## config.mk

```make
export PLATFORM = sky130hd
export DESIGN_NAME = intersection_timing
export DESIGN_NICKNAME = d
export VERILOG_FILES = /design/src/rtl/intersection_pkg.sv /design/src/rtl/sensor_debounce.sv /design/src/rtl/intersection_timing.sv
export SDC_FILE = /design/constraint.sdc
export NUM_CORES = 1
export LEC_CHECK = 0
export ABC_AREA = 1
export BUFFER_PORTS_ARGS = -buffer_cell sky130_fd_sc_hd__buf_2
export CAP_MARGIN = 40
export CORE_MARGIN = 2
export CORE_UTILIZATION = 40
export CTS_CLUSTER_DIAMETER = 100
export DETAILED_ROUTE_END_ITERATION = 12
export PLACE_DENSITY = 0.57
export SYNTH_ARGS = -nofsm -noshare
export SYNTH_HDL_FRONTEND = slang
export SYNTH_HIERARCHICAL = 1
export SYNTH_SLANG_ARGS = --single-unit
```

## constraint.sdc

```tcl
create_clock -name clk -period 5.6 [get_ports clk]
set_input_delay 0.28 -clock clk [delete_from_list [all_inputs] [get_ports clk]]
set_output_delay 0.28 -clock clk [all_outputs]
set_load 0.02 [all_outputs]
```

## src/rtl/intersection_pkg.sv

```systemverilog
// intersection_pkg: shared constants and types for the intersection controller and its timing front end
//   Default timing parameters (in clk cycles per tick and in ticks) plus the
//   request-direction encoding seen by the FSM on req_dir.
package intersection_pkg;

    localparam int TICK_DIV_DEFAULT       = 25_000_000;
    localparam int DEBOUNCE_TICKS_DEFAULT = 2;
    localparam int SHORT_TICKS_DEFAULT    = 3;
    localparam int LONG_TICKS_DEFAULT     = 8;

    typedef enum logic {
        DIR_N = 1'b0,
        DIR_S = 1'b1
    } dir_t;

endpackage

```

## src/rtl/sensor_debounce.sv

```systemverilog
// sensor_debounce: two-flop synchronizer, tick-based debouncer and rising-edge press pulse
//   clk, reset_n : clock, asynchronous active-low reset
//   raw          : asynchronous switch input
//   tick         : shared prescaler pulse that paces the debounce counter
//   press        : one-cycle pulse in the cycle whose closing edge raises the debounced level
module sensor_debounce
    import intersection_pkg::*;
#(
    parameter int DEBOUNCE_TICKS = DEBOUNCE_TICKS_DEFAULT
) (
    input  logic clk,
    input  logic reset_n,
    input  logic raw,
    input  logic tick,
    output logic press
);

    localparam int DW = (DEBOUNCE_TICKS > 1) ? $clog2(DEBOUNCE_TICKS) : 1;
    localparam logic [DW-1:0] DC_LAST = DW'(DEBOUNCE_TICKS - 1);

    logic [1:0]    sync;
    logic          deb;
    logic [DW-1:0] dc;
    logic          accept;

    // The synced level has disagreed with deb for DEBOUNCE_TICKS tick edges.
    assign accept = tick && (sync[1] != deb) && (dc == DC_LAST);
    assign press  = accept && sync[1];

    always_ff @(posedge clk or negedge reset_n) begin
        if (!reset_n) begin
            sync <= '0;
            deb  <= 1'b0;
            dc   <= '0;
        end else begin
            sync <= {sync[0], raw};
            deb  <= accept ? sync[1] : deb;
            dc   <= (sync[1] == deb || accept) ? '0 : tick ? dc + 1'b1 : dc;
        end
    end

endmodule

```

## src/rtl/intersection_timing.sv

```systemverilog
// intersection_timing: tick prescaler, per-phase T/L timers and debounced N/S request latch
//   clk, reset_n     : clock, asynchronous active-low reset
//   SN, SS           : raw north/south sensor switches
//   phase_start      : FSM state-entry pulse; restarts prescaler and phase counter
//   req_clr          : FSM pulse consuming the pending request
//   T, L             : short/long timer expired, held until next phase_start
//   S, req_dir       : request pending and its direction (0 north, 1 south)
//   tick             : prescaler pulse
module intersection_timing
    import intersection_pkg::*;
#(
    parameter int TICK_DIV       = TICK_DIV_DEFAULT,
    parameter int DEBOUNCE_TICKS = DEBOUNCE_TICKS_DEFAULT,
    parameter int SHORT_TICKS    = SHORT_TICKS_DEFAULT,
    parameter int LONG_TICKS     = LONG_TICKS_DEFAULT
) (
    input  logic clk,
    input  logic reset_n,
    input  logic SN,
    input  logic SS,
    input  logic phase_start,
    input  logic req_clr,
    output logic T,
    output logic L,
    output logic S,
    output logic req_dir,
    output logic tick
);

    localparam int PW = $clog2(TICK_DIV);
    localparam int CW = $clog2(LONG_TICKS + 1);
    localparam logic [PW-1:0] PRE_LAST  = PW'(TICK_DIV - 1);
    localparam logic [CW-1:0] CNT_SHORT = CW'(SHORT_TICKS);
    localparam logic [CW-1:0] CNT_LONG  = CW'(LONG_TICKS);

    logic [PW-1:0] pre;
    logic [CW-1:0] cnt;
    logic          req_n;
    logic          req_s;
    logic          press_n;
    logic          press_s;
    dir_t          dir;

    assign tick = (pre == PRE_LAST);

    // Both timers decode straight from the saturating counter register.
    assign T = (cnt >= CNT_SHORT);
    assign L = (cnt >= CNT_LONG);

    assign S       = req_n | req_s;
    assign dir     = (~req_n & req_s) ? DIR_S : DIR_N;
    assign req_dir = dir;

    sensor_debounce #(.DEBOUNCE_TICKS(DEBOUNCE_TICKS)) u_deb_n (
        .clk     (clk),
        .reset_n (reset_n),
        .raw     (SN),
        .tick    (tick),
        .press   (press_n)
    );

    sensor_debounce #(.DEBOUNCE_TICKS(DEBOUNCE_TICKS)) u_deb_s (
        .clk     (clk),
        .reset_n (reset_n),
        .raw     (SS),
        .tick    (tick),
        .press   (press_s)
    );

    // phase_start realigns the shared prescaler; the debouncers tolerate the
    // resulting stretch of at most one tick period.
    always_ff @(posedge clk or negedge reset_n) begin
        if (!reset_n) begin
            pre   <= '0;
            cnt   <= '0;
            req_n <= 1'b0;
            req_s <= 1'b0;
        end else begin
            pre   <= (phase_start || tick) ? '0 : pre + 1'b1;
            cnt   <= phase_start ? '0 : (tick && cnt != CNT_LONG) ? cnt + 1'b1 : cnt;
            req_n <= press_n | (req_n & ~req_clr);
            req_s <= press_s | (req_s & ~req_clr);
        end
    end

endmodule

```

==> results by group <==
Synth
  – Synth async-reset ratio: 100%
  – Multiplexer share of the synthesized area: 0%
  – Commonest cells in the netlist: nand2_1 (95), nor2_1 (80), inv_1 (40)
  – Syn avg cell area: 6.94 um^2
  – Net Count, Synth: 335
  – Simple-gate share of the synthesized area: between 40% and 50%
  – Post-synthesis adder-cell area fraction: 1.66%
  – Distinct cells, synth: 22
  – Synth Register Bits: 39
  – Sequential area share after synthesis: between 40% and 50%
  – YS warnings: 6
  – Mapped Area: 2260 um^2
  – Post-Syn Instances: 326
  – Synth Area in XOR/XNOR: 3.10%
  – Yosys top cell area share: around 43%
  – Synth area leaders: dfrtp_1 (43%), nand2_1 (16%), nor2_1 (13%)
  – Ys flop type: dfrtp_1
  – Largest family of logic cells by synthesized area: simple AND/OR/NAND/NOR gates
  – Post-synthesis compound-gate area fraction: between 2 and 3%
  – Number of flops mapped to enable cells by yosys: 0
  – Yosys top cell by area: dfrtp_1
  – Most common cell in the netlist: nand2_1

Critical path
  – R2R depth: 8
  – R2r endpoint: req_s
  – Worst Path Arrival: 2.32 ns
  – Setup crit start kind: register
  – CP max FO: 7
  – Crit end category: output port
  – Worst R2R Setup Slack: 3.29 ns
  – Data required, critical path: 5.32 ns
  – WS Path Type: reg2out
  – R2r startpoint: pre[0]

Global routing
  – Total track usage: 17.1%
  – Vias in the first global route: 1832
  – First-pass GRT wire length: 8340 um
  – Antenna violations before repair: 0
  – Largest net degree at the start of global routing: 27
  – GR Overflow Total: 0

Route
  – Total Wirelength: 4690 um
  – 1st-pass router iterations: 4
  – Via count: 1879
  – Post-route DRC: 0
  – Post-DR vias/cell: 4.54
  – DR iter-0 viols: 109
  – Drt wl/cell: 11.3 um
  – Final ANT Viol Nets: 0

Place
  – Hpwl dp: 3650 um
  – Routability cong.: between 0.9 and 1
  – Post-place setup slack: approximately 3.2 ns
  – Dpl cells: between 400 and 500
  – Port Buffer Count: 10

Finish
  – Antenna Diode Count: 0
  – Final Core Density: a little under half
  – FF+latch area: 976 um^2
  – Share of cells above drive strength 1: 8.48%
  – Final cell count without fillers: 414
  – FILL cells: slightly above 600
  – Multi-input logic area: between 1000 and 1500 um^2
  – Net count of the finished layout: 350
  – Area Overhead vs Synth: 11.1%

CTS
  – Worst-Skew Late Latency: 0.29 ns
  – CTS tree: yes
  – CTS Buffer Depth: 2
  – CTS Sinks: 39
  – CTS HTree Levels: 2
  – Clock slew seen by the registers of the worst setup and hold paths: 0.08 ns
  – Clock Tree Root: clkbuf_8
  – Num CTS Buffers: 5
  – Post-CTS setup buffers: 0

Die
  – Top-level I/O count: 11
  – Die ar.: about 6300 um^2
  – Initial Util: between 40% and 50%
  – Die width: 79.2 um
  – Std cell rows: 27
  – Core Area: ~5500 um^2
  – Die height: 79.2 um

Pwr
  – P_leak: 0.00107 uW
  – Pwr dens: 213 nW/um^2
  – VDD IR max: 0.0983 mV

Run
  – Max-Cap Viols: 0

STA
  – Final hold vios: 0
  – Max transition margin: 42.6%
  – Clock Skew: 0.00888 ns
  – Final worst path period share: a little under half
  – RSZ-0062 raised after global routing: false
  – Fmax: 385 MHz
  – Final Setup Violations: 0
  – Tmin final: 2.60 ns
  – Measured slew at the worst slew-check pin: 0.853 ns
  – Slew Viols, Final: 0
  – Setup ws final: around 3.0 ns
  – Final TNS setup: 0 ns
  – Hold Worst Slack: 0.0878 ns

Hold path
  – Hold path depth: 1
  – Hold Crit Class: in2reg
  – Worst hold path endpoint: u_deb_s/sync[0]
  – Worst Min Path Start: SS

Outcome
  – Status: completed
==> metrics by stage <==
stage | power, uW | cell area [um^2]
final | 537 | 2510
after global routing | 562 | 2510
after CTS | 547 | 2510
after detailed placement | 331 | 2400
after global placement | 329 | 2370
after floorplan | 317 | 2260
==> critical path, stage by stage (launching register included) <==
cell and delay, ns:
dfrtp_1 0.46, ha_1 0.26, nand3_2 0.17, nor2_1 0.14, nand2_1 0.05, nor4_1 0.65, buf_2 0.30
==> how the worst max path moves through the flow <==
stage | start | endpoint | slack [ns]
global route | pre[0] | tick | 2.74
global placement | pre[0] | req_n | 3.33
finish | pre[0] | tick | 3.00
detailed placement | pre[0] | req_n | 3.20
CTS | pre[0] | tick | 2.91
floorplan | pre[0] | req_n | 3.19
==> kinds of logic after synthesis <==
family                     count (synthesis)
xor gates and xnor gates                   8
and+or+nand+nor                          221
adders and majority gates                  3
DFF                                       39
AOI/OAI and AO/OA                         11
buffers and inverters                     44
==> area by class of cell <==
| type | count | share of cell area (%) |
|---|---|---|
| multi-input combinational | 243 | 44.0 |
| sequential | 39 | 38.8 |
| inverter | 40 | 5.97 |
| clock buffer | 7 | 3.83 |
| tap | 72 | 3.58 |
| timing repair buffer | 12 | 3.48 |
| clock inverter | 1 | 0.299 |
==> power by group <==
part	switching, uW	leakage [uW]	internal (uW)
logic	20.8	0.000492	11.6
clock network	99.4	0.0000505	112
registers	5.73	0.000531	287
total	126	0.00107	411
==> registers in the layout, indices dropped and copies added, names as in the netlist <==
register and count:
u_deb_s/dc 1, pre 25, u_deb_n/sync 2, u_deb_s/deb 1, req_n 1, cnt 4, u_deb_n/deb 1, req_s 1
u_deb_s/sync 2, u_deb_n/dc 1
==> repair_timing <==
item                                   4_1_cts  5_1_grt
hold buffers                                 1        0
endpoints found under the hold margin       17        0
gates resized for setup                      0        0
==> per-layer routing <==
layer	global-route usage [%]	share of wire [%]	up-vias
met5	0	0	-
met4	6.03	1.4	0
met3	3.52	2.8	5
met2	26.5	44	24
met1	23.7	52	821
li1	-	-	1029
==> cell usage in the layout, fill, tap and decap left out, types with 2 or more instances in the layout <==
| master | count |
|---|---|
| nor2_1 | 80 |
| o21bai_1 | 2 |
| nor2_2 | 2 |
| nor2_4 | 3 |
| nand3_1 | 27 |
| buf_2 | 10 |
| xnor2_1 | 5 |
| o21ai_0 | 4 |
| ha_1 | 3 |
| inv_1 | 40 |
| a21oi_1 | 4 |
| xor2_1 | 3 |
| nand2_2 | 2 |
| nor3_1 | 8 |
| dfrtp_1 | 39 |
| clkbuf_8 | 7 |
| nand2_1 | 95 |
Note: power is estimated with default switching activity, not from simulation.
